<file path="config.mk">
export PLATFORM = sky130hd
export DESIGN_NAME = param_fetch_ctrl
export DESIGN_NICKNAME = d
export VERILOG_FILES = /design/src/rtl/param_fetch_ctrl.sv
export SDC_FILE = /design/constraint.sdc
export NUM_CORES = 1
export LEC_CHECK = 0
export ABC_AREA = 1
export BUFFER_PORTS_ARGS = -buffer_cell sky130_fd_sc_hd__buf_2
export CAP_MARGIN = 20
export CORE_ASPECT_RATIO = 1.2
export CORE_MARGIN = 3
export CORE_UTILIZATION = 35
export CTS_BUF_LIST = sky130_fd_sc_hd__clkbuf_8
export DETAILED_ROUTE_END_ITERATION = 7
export PLACE_DENSITY_LB_ADDON = 0.2
export RECOVER_POWER = 50
export REMOVE_ABC_BUFFERS = 1
export SETUP_SLACK_MARGIN = 0.2
export SLEW_MARGIN = 20
export SYNTH_ARGS = -nofsm -noshare
export SYNTH_HDL_FRONTEND = slang
export SYNTH_SLANG_ARGS = --single-unit
</file>
<file path="constraint.sdc">
create_clock -name clk -period 5.05 [get_ports clk]
set_clock_uncertainty 0.05 [all_clocks]
set_input_delay 0.505 -clock clk [delete_from_list [all_inputs] [get_ports clk]]
set_output_delay 0.505 -clock clk [all_outputs]
set_load 0.03 [all_outputs]
</file>
<file path="src/rtl/param_fetch_ctrl.sv">
// param_fetch_ctrl: read-side initiator for a synchronous parameter ROM.
// Issues sequential ROM addresses for a burst and hides the ROM's one-cycle
// read latency. Words are delivered as a valid/ready stream with a last flag.
// A two-entry skid FIFO plus a credit check keeps one word per cycle under
// arbitrary backpressure without dropping any ROM data.
//
// Handshake: a beat transfers on a rising edge where m_valid && m_ready.
// While m_valid=1 and m_ready=0, m_data and m_last hold steady. m_valid
// never drops until its beat has transferred.
module param_fetch_ctrl #(
  parameter int DATA_WIDTH = 8,
  parameter int ADDR_WIDTH = 10
) (
  input  logic                         clk,
  input  logic                         rst_n,
  input  logic                         start,
  input  logic [ADDR_WIDTH-1:0]        base_addr,
  input  logic [ADDR_WIDTH:0]          length,
  output logic                         busy,
  output logic                         done,
  output logic [ADDR_WIDTH-1:0]        rom_addr,
  input  logic signed [DATA_WIDTH-1:0] rom_data,
  output logic                         m_valid,
  input  logic                         m_ready,
  output logic signed [DATA_WIDTH-1:0] m_data,
  output logic                         m_last,
  output logic [1:0]                   dbg_state
);

  typedef enum logic [1:0] {
    S_IDLE  = 2'd0,
    S_FETCH = 2'd1,
    S_DRAIN = 2'd2
  } state_e;

  localparam logic [ADDR_WIDTH:0]   REM_ONE  = 1;
  localparam logic [ADDR_WIDTH-1:0] ADDR_ONE = 1;

  state_e                  state_q;
  logic [ADDR_WIDTH-1:0]   rom_addr_q;
  logic [ADDR_WIDTH:0]     remaining_q;
  logic                    inflight_q;
  logic                    inflight_last_q;
  logic                    busy_q;
  logic                    done_q;

  logic signed [DATA_WIDTH-1:0] buf_data_q [2];
  logic                         buf_last_q [2];
  logic                         wr_ptr_q;
  logic                         rd_ptr_q;
  logic [1:0]                   count_q;

  logic       pop;
  logic       issue;
  logic       final_pop;
  logic [2:0] occupancy;
  logic [2:0] limit;

  // Credit check: an issue is allowed only if the word it will produce next
  // cycle is guaranteed a FIFO slot, counting the word already in flight.
  always_comb begin
    pop       = (count_q != 2'd0) && m_ready;
    occupancy = {1'b0, count_q} + {2'b00, inflight_q};
    limit     = 3'd2 + {2'b00, pop};
    issue     = (state_q == S_FETCH) && (remaining_q != '0) && (occupancy < limit);
    final_pop = pop && buf_last_q[rd_ptr_q];
  end

  // Burst FSM: address issue, remaining count, busy/done flags.
  always_ff @(posedge clk or negedge rst_n) begin
    if (!rst_n) begin
      state_q         <= S_IDLE;
      rom_addr_q      <= '0;
      remaining_q     <= '0;
      inflight_q      <= 1'b0;
      inflight_last_q <= 1'b0;
      busy_q          <= 1'b0;
      done_q          <= 1'b0;
    end else begin
      done_q          <= 1'b0;
      inflight_q      <= issue;
      inflight_last_q <= issue && (remaining_q == REM_ONE);
      case (state_q)
        S_IDLE: begin
          if (start) begin
            if (length != '0) begin
              state_q     <= S_FETCH;
              busy_q      <= 1'b1;
              rom_addr_q  <= base_addr;
              remaining_q <= length;
            end else begin
              done_q <= 1'b1;
            end
          end
        end
        S_FETCH: begin
          if (issue) begin
            rom_addr_q  <= rom_addr_q + ADDR_ONE;
            remaining_q <= remaining_q - REM_ONE;
            if (remaining_q == REM_ONE) state_q <= S_DRAIN;
          end
        end
        S_DRAIN: begin
          if (final_pop) begin
            state_q <= S_IDLE;
            busy_q  <= 1'b0;
            done_q  <= 1'b1;
          end
        end
        default: state_q <= S_IDLE;
      endcase
    end
  end

  // Two-entry FIFO: captures ROM data for in-flight reads, pops on handshake.
  always_ff @(posedge clk or negedge rst_n) begin
    if (!rst_n) begin
      for (int i = 0; i < 2; i++) begin
        buf_data_q[i] <= '0;
        buf_last_q[i] <= 1'b0;
      end
      wr_ptr_q <= 1'b0;
      rd_ptr_q <= 1'b0;
      count_q  <= 2'd0;
    end else begin
      if (inflight_q) begin
        buf_data_q[wr_ptr_q] <= rom_data;
        buf_last_q[wr_ptr_q] <= inflight_last_q;
        wr_ptr_q             <= ~wr_ptr_q;
      end
      if (pop) rd_ptr_q <= ~rd_ptr_q;
      case ({inflight_q, pop})
        2'b10:   count_q <= count_q + 2'd1;
        2'b01:   count_q <= count_q - 2'd1;
        default: count_q <= count_q;
      endcase
    end
  end

  assign m_valid   = (count_q != 2'd0);
  assign m_data    = m_valid ? buf_data_q[rd_ptr_q] : '0;
  assign m_last    = m_valid & buf_last_q[rd_ptr_q];
  assign rom_addr  = rom_addr_q;
  assign busy      = busy_q;
  assign done      = done_q;
  assign dbg_state = state_q;

endmodule

</file>
==> reports/results.ini, run 1 <==
[grt]
grt_pass1_vias = 2448
track_usage_pct = 15.36
grt-ovfl-total = 0
grt_pass1_wl_mm = 11.40
antenna_found_initial = 0
grt_max_degree = 50

[min_path]
whs_path_depth = 3
hold_path.class = primary input to flop
min_to = buf_data_q[3]
hold_start = rom_data[3]

[critical_path]
end_kind = async pin
r2r_cells = 5
crit_buf_inv = 2
crit_path_start_kind = primary input
arrival_ns = 2.51
r2r-start = dbg_state[0]
path_depth = 2
path_delay_family = buffers and inverters
worstSetupPathType = primary input to async pin
slowest_stage = clkbuf_1
worstPathMaxFanout = 49
critPathMaxStageDelay_ns = 1.89
rrSetupSlack_ns = 2.92
timing.rr.end = remaining_q[8]
required_ns = 4.85
path_cells = buf_2 -> clkbuf_1

[detailed_routing]
vias_per_cell = 4.687
ant_nets = 0
drc = 0
vias = 2503
drtPass1Iterations = 4
initialDrtViolationCount = 109
wl_per_cell_um = 11.99
wirelength_mm = 6.403

[run_status]
violations = max-capacitance violations, max-slew violations
status = finished, violations left

[placed_design]
gp_congestion = 0.8207
dp_slack_ns = 2.917
io_buffer_count = 56
hpwlAfterDp_mm = 4.546

[sta]
tightest_slew_ns = 2.693
maxSlewViolCount = 50
rsz0062_at_grt = false
setup_viol = 0
max_slew_margin_pct = -79.55
min_period_ns = 2.704
fin_crit_sh_pct = 53.54
finalHoldViolations = 0
fmax_mhz = 369.8
tns_ns = 0
setup_slack_ns = 2.346

[logic_synthesis]
synth_simple_gate_area_share_pct = 33.09
seq_area_frac_synth_pct = 44.01
syn_area_mm2 = 0.002786
ys_ff_latch = 49
synth_xor_area_share_pct = 1.572
synth_compound_area_share_pct = 9.969
synth_top_family_by_area = simple AND/OR/NAND/NOR gates
yosys_warnings = 0
syn_avg_cell_area_um2 = 7.182
synthMuxAreaShare_pct = 0
synth_fa_ha_area_share_pct = 3.143
yosysUniqueCellTypes = 27
syn_inst = 388

[power]
p_switching_mw = 1.167
power_frac_comb_pct = 57.0
p_int_mw = 1.067
power.total_mw = 2.234
swShare_pct = 52.25
vdd_drop_max_mv = 0.3612
seqPwrFrac_pct = 32.0
clkPwrFrac_pct = 11.1
power.density_mw_per_mm2 = 694.8
leakagePower_nw = 1.727

[clocking]
clock_latency_ns = 0.31
clk_pin_slew_ns = 0.10
post_cts_buffers = 0
clock-sinks = 49
numCtsBuffers = 5
cts_resized = 0
clock_path_buffers = 2
ctsHtreeMaxLevel = 2
cts_root_buffer = clkbuf_8
hold_buffers = 0
cts_tree = done

[layout]
syn2layout_area_growth_pct = 15.40
fin_util_pct = 41.72
antenna_cells = 0
drive_gt1_share_pct = 18.10
final_cell_mix = nand2_1, buf_2, dfrtp_1
final_common_cell = nand2_1
nets = 481

[floorplanning]
placeableCoreArea_mm2 = 0.007707
die_y_um = 103.7
rows = 35
die_x_um = 87.45
pin_count = 57
start_util_pct = 36.15
die-area_mm2 = 0.009072

[flow_run]
maxCapViolCount = 1

==> state kept, by name, summed over array words and instances, names as in the netlist <==
signal / count
dbg_state: 2
buf_data_q: 16
remaining_q: 11
done: 1
inflight_last_q: 1
wr_ptr_q: 1
buf_last_q: 2
rom_addr: 10
busy: 1
inflight_q: 1
rd_ptr_q: 1
count_q: 2
==> power groups by stage <==
stage | Clock [mW] | Combinational, mW | Sequential [mW]
floorplan | 0 | 0.903 | 0.759
global placement | 0 | 1.27 | 0.719
detailed placement | 0 | 1.29 | 0.723
CTS | 0.261 | 1.30 | 0.716
global route | 0.274 | 1.48 | 0.740
finish | 0.247 | 1.27 | 0.714
==> cells by family (layout without fill, tap and decap cells) <==
| group | after synthesis | after routing |
|---|---|---|
| xor+xnor | 5 | 5 |
| compound gates | 54 | 54 |
| simple gates | 218 | 218 |
| buf+inv | 55 | 109 |
| fa+ha+maj | 7 | 7 |
| flops | 49 | 49 |
==> cell usage after synthesis (all sizes together) <==
cell / number / area share, %
a21boi: 1 / 0.27
a21oi: 12 / 2.2
a31oi: 2 / 0.45
buf: 6 / 1.6
clkbuf: 5 / 0.67
clkinv: 2 / 0.27
dfrtp: 49 / 44
ha: 7 / 3.1
inv: 42 / 5.7
nand2: 155 / 22
nand3: 29 / 5.7
nand4: 1 / 0.22
nor2: 26 / 4.1
o21ai: 38 / 6.8
o21bai: 1 / 0.27
or2: 7 / 1.6
xnor2: 1 / 0.31
xor2: 4 / 1.3
==> metal layers <==
layer,wire length [um],track usage (%),share of wire (%),vias up
met1,2908,20.55,45,1134
met5,0,0,0,-
li1,-,-,-,1317
met4,84,4.276,1.3,0
met2,3159,25.11,49,46
met3,251,2.784,3.9,6
==> through the flow <==
stage               hold WS [ns]  cells  cell area, um^2
floorplan                 0.1594    377             2723
detailed placement        0.4253    526             3126
CTS                       0.2743    534             3219
global route              0.3963    534             3216
global placement          0.4168    526             3126
finish                    0.4060    534             3216
==> area by class of cell <==
cell class	count	area, um^2
Timing Repair Buffer	57	284.0
Inverter	44	165.2
Clock inverter	3	25.02
Fill cell	859	4492
Clock buffer	5	68.82
Tap cell	92	115.1
Sequential cell	49	1226
Multi-Input combinational cell	284	1331
==> worst register-to-register path: stages, from the launching register on <==
cell      delay (ns)
dfrtp_1         0.42
nand2_2         0.36
clkinv_1        0.60
or2_2           0.48
nand3_1         0.08
nand2_1         0.05
==> worst max path at each step <==
stage,start,to,slack [ns]
after floorplan,dbg_state[1],remaining_q[8],3.13
after global placement,dbg_state[0],remaining_q[8],2.97
after detailed placement,dbg_state[1],remaining_q[8],2.92
after CTS,rd_ptr_q,m_data[0],2.77
after global routing,rst_n,remaining_q[4],1.70
final,rst_n,dbg_state[0],2.35
Note: power is estimated with default switching activity, not from simulation.
==> run 2: changes to the inputs <==
==> constraint.sdc (replaced) <==
create_clock -name clk -period 2.18 [get_ports clk]
set_clock_uncertainty 0.05 [all_clocks]
set_input_delay 0.218 -clock clk [delete_from_list [all_inputs] [get_ports clk]]
set_output_delay 0.218 -clock clk [all_outputs]
set_load 0.03 [all_outputs]
==> run 2 against run 1 <==
- the flow now finishes without violations
- power up 140%
- flip-flop and latch count is the same
- clock power grew to 2.7 times the previous value
- global-route usage shrank 0.32 points
- combinational power increased by 140%
- worst hold slack worse by 0.28 ns
- worst setup slack worse by 2.0 ns
- count of clock-buffer cells in the layout unchanged
- via count is 0.28% lower
- sequential power is 130% higher
- critical path type is now flop to primary output
==> reports/results.ini, run 2 (synthesis gave the netlist of run 1 again) <==
[grt]
grt_pass1_vias = 2411  ; -1.5%
grt_pass1_wl_mm = 11.10  ; -2.6%
grt-ovfl-total = 0  ; unchanged
antenna_found_initial = 0  ; unchanged
track_usage_pct = 15.03  ; -0.32 points
grt_max_degree = 50  ; unchanged

[critical_path]
r2r_cells = 8  ; +3
crit_path_start_kind = flop
rrSetupSlack_ns = 0.43  ; -2.49 ns
cp-endpoint = m_last
required_ns = 1.91  ; -2.94 ns
slowest_stage = dfrtp_1
end_kind = primary output
r2r-start = count_q[0]
worstPathMaxFanout = 11  ; -78%
critPathMaxStageDelay_ns = 0.59  ; -1.30 ns
timing.rr.end = remaining_q[6]
worstSetupPathType = flop to primary output
path_cells = o21ai_0 -> a21oi_1 -> buf_2
critPathLaunch = rd_ptr_q
arrival_ns = 1.55  ; -0.96 ns

[layout]
final_cell_mix = nand2_1, buf_2, dfrtp_1
seq_area_mm2 = 0.001226  ; unchanged
fill_cells = 819  ; -4.7%
final_common_cell = nand2_1
syn2layout_area_growth_pct = 17.11
antenna_cells = 0  ; unchanged
nets = 485  ; +0.83%
drive_gt1_share_pct = 17.94  ; -0.16 points
regMostFlops = buf_data_q
multi_input_area_mm2 = 0.001331  ; unchanged
design_area_mm2 = 0.003263  ; +1.5%
largest_reg_flops = 16  ; unchanged

[detailed_routing]
drc = 0  ; unchanged
ant_nets = 0  ; unchanged
wirelength_mm = 6.377  ; -0.41%
wl_per_cell_um = 11.85  ; -1.1%
vias = 2496  ; -0.28%
drtPass1Iterations = 4  ; unchanged
initialDrtViolationCount = 63  ; -42%
vias_per_cell = 4.639  ; -1.0%

[sta]
setup_viol = 0  ; unchanged
rsz0062_at_grt = false
holdWs_ns = 0.1226  ; -0.2834 ns
min_period_ns = 1.821
setup_slack_ns = 0.3587  ; -1.987 ns
max_slew_margin_pct = 18.45  ; +98 points
tightest_slew_ns = 1.223  ; -1.470 ns
maxSlewViolCount = 0  ; -100%
finalHoldViolations = 0  ; unchanged
fmax_mhz = 549.1
fin_crit_sh_pct = 83.55
tns_ns = 0  ; unchanged

[floorplanning]
pin_count = 57  ; unchanged
die_y_um = 103.7  ; unchanged
start_util_pct = 36.15  ; unchanged
rows = 35  ; unchanged
die_x_um = 87.45  ; unchanged
die-area_mm2 = 0.009072  ; unchanged
placeableCoreArea_mm2 = 0.007707  ; unchanged

[flow_run]
maxCapViolCount = 0  ; -1

[placed_design]
dp_slack_ns = 0.4291  ; -2.488 ns
place_area_mm2 = 0.003148  ; +0.72%
io_buffer_count = 56  ; unchanged
gp_congestion = 0.8432  ; +2.7%
hpwlAfterDp_mm = 4.669  ; +2.7%

[power]
power.density_mw_per_mm2 = 1632  ; +130%
power.total_mw = 5.325  ; +140%
vdd_drop_max_mv = 0.7741  ; +110%
leakagePower_nw = 1.749  ; +1.3%

[clocking]
clk_pin_slew_ns = 0.10  ; about the same
clock_latency_ns = 0.31  ; about the same
clock_path_buffers = 2  ; unchanged
clock-sinks = 49  ; unchanged
cts_root_buffer = clkbuf_8
cts_tree = done
ctsHtreeMaxLevel = 2  ; unchanged
numCtsBuffers = 5  ; unchanged

[run_status]
status = completed

[min_path]
hold_path.class = primary input to flop

## run 2: cell count changes in the layout (fill, tap and decap cells not counted), sizes merged
cell	delta
clkbuf	+5
dlygate4sd3	+1
bufinv	+1
clkinvlp	-1
buf	-2
## run 2: area by class of cell
type / count / share of cell area, %
Sequential cell: 49 / 37.58
Timing Repair Buffer: 61 / 9.548
Inverter: 44 / 5.100
Clock buffer: 5 / 2.109
Multi-Input combinational cell: 284 / 40.80
Tap cell: 92 / 3.528
Clock inverter: 3 / 1.342
## run 2: layer usage
layer / part of all wire, % / up-vias / track usage [%]
met5: 0 / - / 0
met4: 0.58 / 0 / 3.947
met1: 45 / 1127 / 19.11
met3: 4.2 / 2 / 3.023
li1: - / 1323 / -
met2: 50 / 44 / 25.59
## run 2: worst min-delay path by stage
stage	endpoint	slack, ns	startpoint	cells past startpoint
6_report	buf_data_q[4]	0.12	rom_data[4]	3
5_1_grt	buf_data_q[5]	0.12	rom_data[5]	3
4_1_cts	buf_data_q[4]	0.12	rom_data[4]	3
3_5_place_dp	done	0.33	rst_n	2
3_3_place_gp	busy	0.33	rst_n	2
2_1_floorplan	buf_data_q[0]	-0.13	rst_n	0
## run 2: worst max-delay path: cells and delay by family (launching register included)
family          cells  cell delay (ns)
compound gates      2             0.41
buf+inv             1             0.26
flops               1             0.59
## run 2: what timing repair did
item | 4_1_cts | 5_1_grt
hold endpoints to repair | 41 | 0
setup buffers | 0 | 0
resized for setup | 1 | 0
setup endpoints to repair | 2 | 0
hold buffers | 1 | 0
## run 2: power breakdown
part	switching, mW	total, mW	internal [mW]
clock network	0.328	0.672	0.344
logic	2.02	2.99	0.970
registers	0.338	1.66	1.32
total	2.69	5.32	2.63
## run 2: through the flow
stage,util [%],cells
floorplan,-,377
global placement,40.84,529
detailed placement,40.84,529
CTS,42.45,538
global route,42.34,538
finish,42.34,538
==> run 3: changes to the inputs <==
--- a/config.mk
+++ b/config.mk
@@ -5,7 +5,7 @@
 export SDC_FILE = /design/constraint.sdc
 export NUM_CORES = 1
 export LEC_CHECK = 0
-export ABC_AREA = 1
+export ABC_AREA = 0
 export BUFFER_PORTS_ARGS = -buffer_cell sky130_fd_sc_hd__buf_2
 export CAP_MARGIN = 20
 export CORE_ASPECT_RATIO = 1.2
==> constraint.sdc (replaced) <==
create_clock -name clk -period 1.5 [get_ports clk]
set_clock_uncertainty 0.05 [all_clocks]
set_input_delay 0.15 -clock clk [delete_from_list [all_inputs] [get_ports clk]]
set_output_delay 0.15 -clock clk [all_outputs]
set_load 0.03 [all_outputs]
==> run 3 against run 2 <==
- worst hold slack lost 0.093 ns
- synthesized area is 8.2% lower
- flip-flop and latch count is the same
- via count is 2.1% higher
- the run now ends with negative setup slack left
- combinational power shrank 39%
- clock power rose by 23%
- sequential share of layout area is 8.7 points lower
- global-route usage up 3.6 points
- sequential power decreased by 12%
- die area is 7.7% lower
- register-to-register slack got worse by 0.90 ns
==> reports/results.ini, run 3 <==
[logic_synthesis]
synth.most_common_cell = dfrtp_1
syn_avg_cell_area_um2 = 9.951  ; +39%
synth_top_area_share_pct = 47.95  ; +3.9 points
syn_area_mm2 = 0.002557  ; -8.2%
seq_area_frac_synth_pct = 47.95  ; +3.9 points
synth_top_family_by_area = compound AO/OA/AOI/OAI gates
yosys_warnings = 0  ; unchanged
synth_ff_type = dfrtp_1
ys_ff_latch = 49  ; unchanged
synthMuxAreaShare_pct = 11.84  ; +12 points
yosysUniqueCellTypes = 40  ; +48%
synth_xor_area_share_pct = 1.712  ; +0.14 points
syn_inst = 257  ; -34%
synth_compound_area_share_pct = 16.93  ; +7.0 points
synthTopCellsByCount = dfrtp_1, nor2_1, a21oi_1
synth_fa_ha_area_share_pct = 3.425  ; +0.28 points
synth_area_leaders = dfrtp_1, mux2_2, nor2_1
synth_edf_count = 0  ; unchanged
synth_top_area_cell = dfrtp_1
async_reset_ff_share_pct = 100.0  ; unchanged
synth_simple_gate_area_share_pct = 15.51  ; -18 points

[floorplanning]
pin_count = 57  ; unchanged
rows = 33  ; -5.7%
die_x_um = 84.04  ; -3.9%
die_y_um = 99.64  ; -4.0%
placeableCoreArea_mm2 = 0.006978  ; -9.5%
start_util_pct = 36.65  ; +0.50 points
die-area_mm2 = 0.008373  ; -7.7%

[critical_path]
end_kind = flop
slowest_stage = or4_4
worstSetupPathType = flop to flop
path_delay_family = simple AND/OR/NAND/NOR gates
crit_path_start_kind = flop
cpMostUsedCell = or4_4
required_ns = 1.66  ; -0.25 ns
crit_buf_inv = 0  ; -1
worstPathMaxFanout = 2  ; -9
critPathMaxStageDelay_ns = 0.55  ; -0.04 ns
rrSetupSlack_ns = -0.47  ; -0.90 ns
r2r-start = remaining_q[1]
arrival_ns = 2.13  ; +0.58 ns
timing.rr.end = remaining_q[9]
r2r_cells = 5  ; -3
path_cells = or4_4 -> or4_4 -> nor3_4 -> a31oi_1 -> o22a_1

[layout]
largest_reg_flops = 16  ; unchanged
final_cell_mix = buf_4, dfrtp_1, buf_2
regMostFlops = buf_data_q
drive_gt1_share_pct = 56.67  ; +39 points
nets = 429  ; -12%
syn2layout_area_growth_pct = 66.10
seq_area_mm2 = 0.001229  ; +0.20%
antenna_cells = 0  ; unchanged
fin_util_pct = 60.88  ; +19 points
multi_input_area_mm2 = 0.001642  ; +23%
final_common_cell = buf_4
fill_cells = 573  ; -30%

[run_status]
status = finished, violations left
violations = negative setup slack

[placed_design]
gp_congestion = 0.8260  ; -2.0%
hpwlAfterDp_mm = 4.930  ; +5.6%
io_buffer_count = 56  ; unchanged

[min_path]
min_to = buf_data_q[7]
hold_start = rom_data[7]
whs_path_depth = 2  ; -1
hold_path.class = primary input to flop

[detailed_routing]
wl_per_cell_um = 16.39  ; +38%
initialDrtViolationCount = 98  ; +56%
wirelength_mm = 7.816  ; +23%
vias = 2549  ; +2.1%
drc = 0  ; unchanged
drtPass1Iterations = 4  ; unchanged
ant_nets = 0  ; unchanged
vias_per_cell = 5.344  ; +15%

[power]
p_int_mw = 2.630  ; -0.17%
power_frac_comb_pct = 44.2  ; -12 points
leakagePower_nw = 1.980  ; +13%
seqPwrFrac_pct = 35.7  ; +4.6 points
clkPwrFrac_pct = 20.2  ; +7.6 points
vdd_drop_max_mv = 0.9340  ; +21%
swShare_pct = 35.80  ; -15 points
p_switching_mw = 1.467  ; -45%
power.density_mw_per_mm2 = 964.5  ; -41%

[grt]
antenna_found_initial = 0  ; unchanged
track_usage_pct = 18.63  ; +3.6 points
grt_pass1_wl_mm = 12.52  ; +13%
grt-ovfl-total = 0  ; unchanged
grt_max_degree = 50  ; unchanged
grt_pass1_vias = 2569  ; +6.6%

[sta]
holdWs_ns = 0.02980  ; -0.09279 ns
fmax_mhz = 506.4
finalHoldViolations = 0  ; unchanged
maxSlewViolCount = 0  ; unchanged
setup_viol = 36  ; +36
tightest_slew_ns = 0.6856  ; -0.5376 ns
fin_crit_sh_pct = 131.7
min_period_ns = 1.975
rsz0062_at_grt = true
max_slew_margin_pct = 54.29  ; +36 points
setup_slack_ns = -0.4748  ; -0.8334 ns

[flow_run]
maxCapViolCount = 0  ; unchanged

[clocking]
numCtsBuffers = 5  ; unchanged
clock_latency_ns = 0.31  ; about the same
clock-sinks = 49  ; unchanged
ctsHtreeMaxLevel = 2  ; unchanged
clock_path_buffers = 2  ; unchanged
cts_root_buffer = clkbuf_8
cts_tree = done
clk_pin_slew_ns = 0.10  ; about the same

[run 3: what timing repair did]
action	4_1_cts	5_1_grt
gates resized for setup	104	68
buffers inserted	9	2
hold buffers	1	0
pin swaps	23	17
endpoints found under the setup margin	47	53
cloned	6	0
hold endpoints to repair	49	0
[run 3: cell type report]
class,instances,area share (%)
multi-input cells,191,38.64
clock inverters,3,0.5891
repair buffers,136,26.95
clock buffers,5,1.620
flip-flops and latches,49,28.92
inverters,6,0.7069
well taps,87,2.563
[run 3: per-layer routing]
metal  share of wire, %  vias to the layer above  global-route usage [%]
li1                   -                     1205                       -
met1                 40                     1265                   21.54
met2                 55                       72                   34.93
met3                4.1                        7                   3.728
met4                1.0                        0                   4.579
met5                  0                        -                       0
[run 3: how the worst max path moves through the flow]
stage                   startpoint              to  slack (ns)  depth (start not counted)
CTS                 remaining_q[1]  remaining_q[9]       -0.48                          5
global route        remaining_q[1]  remaining_q[9]       -0.53                          5
floorplan             dbg_state[0]     rom_addr[0]       -1.74                          5
detailed placement      inflight_q     rom_addr[0]       -0.49                          8
finish              remaining_q[1]  remaining_q[9]       -0.47                          5
global placement        inflight_q  remaining_q[5]       -0.46                          7
[run 3: per-stage QoR]
| step | std cells | total power, mW | setup WS (ns) | TNS [ns] | instance area (um^2) |
|---|---|---|---|---|---|
| 5_1_grt | 477 | 4.312 | -0.5321 | -13.02 | 4248 |
| 3_5_place_dp | 451 | 2.549 | -0.4879 | -9.994 | 3407 |
| 4_1_cts | 475 | 3.852 | -0.4808 | -10.01 | 4008 |
| 2_1_floorplan | 246 | 2.111 | -1.745 | -36.33 | 2512 |
| 3_3_place_gp | 451 | 2.541 | -0.4646 | -9.328 | 3407 |
| 6_report | 477 | 4.097 | -0.4748 | -10.42 | 4248 |
[run 3: logic make-up (layout without fill, tap and decap cells)]
kind of cell	count (synthesis)	in the layout
muxes	28	28
xor gates and xnor gates	5	5
DFF	49	49
and+or+nand+nor	81	81
AOI/OAI and AO/OA	70	70
buffers and inverters	17	150
adders and majority gates	7	7
[run 3: worst register-to-register path, cell delays in order (launching register included)]
cell,delay (ns)
dfrtp_1,0.39
or4_4,0.55
or4_4,0.45
nor3_4,0.13
a31oi_1,0.10
o22a_1,0.20
[run 3: power by group through the flow]
stage                     Sequential [mW]  Combinational (mW)  Clock, mW
after floorplan                      1.52               0.593          0
after global placement               1.48                1.06          0
after detailed placement             1.49                1.06          0
after CTS                            1.46                1.54      0.857
after global routing                 1.47                1.93      0.912
final                                1.46                1.81      0.827
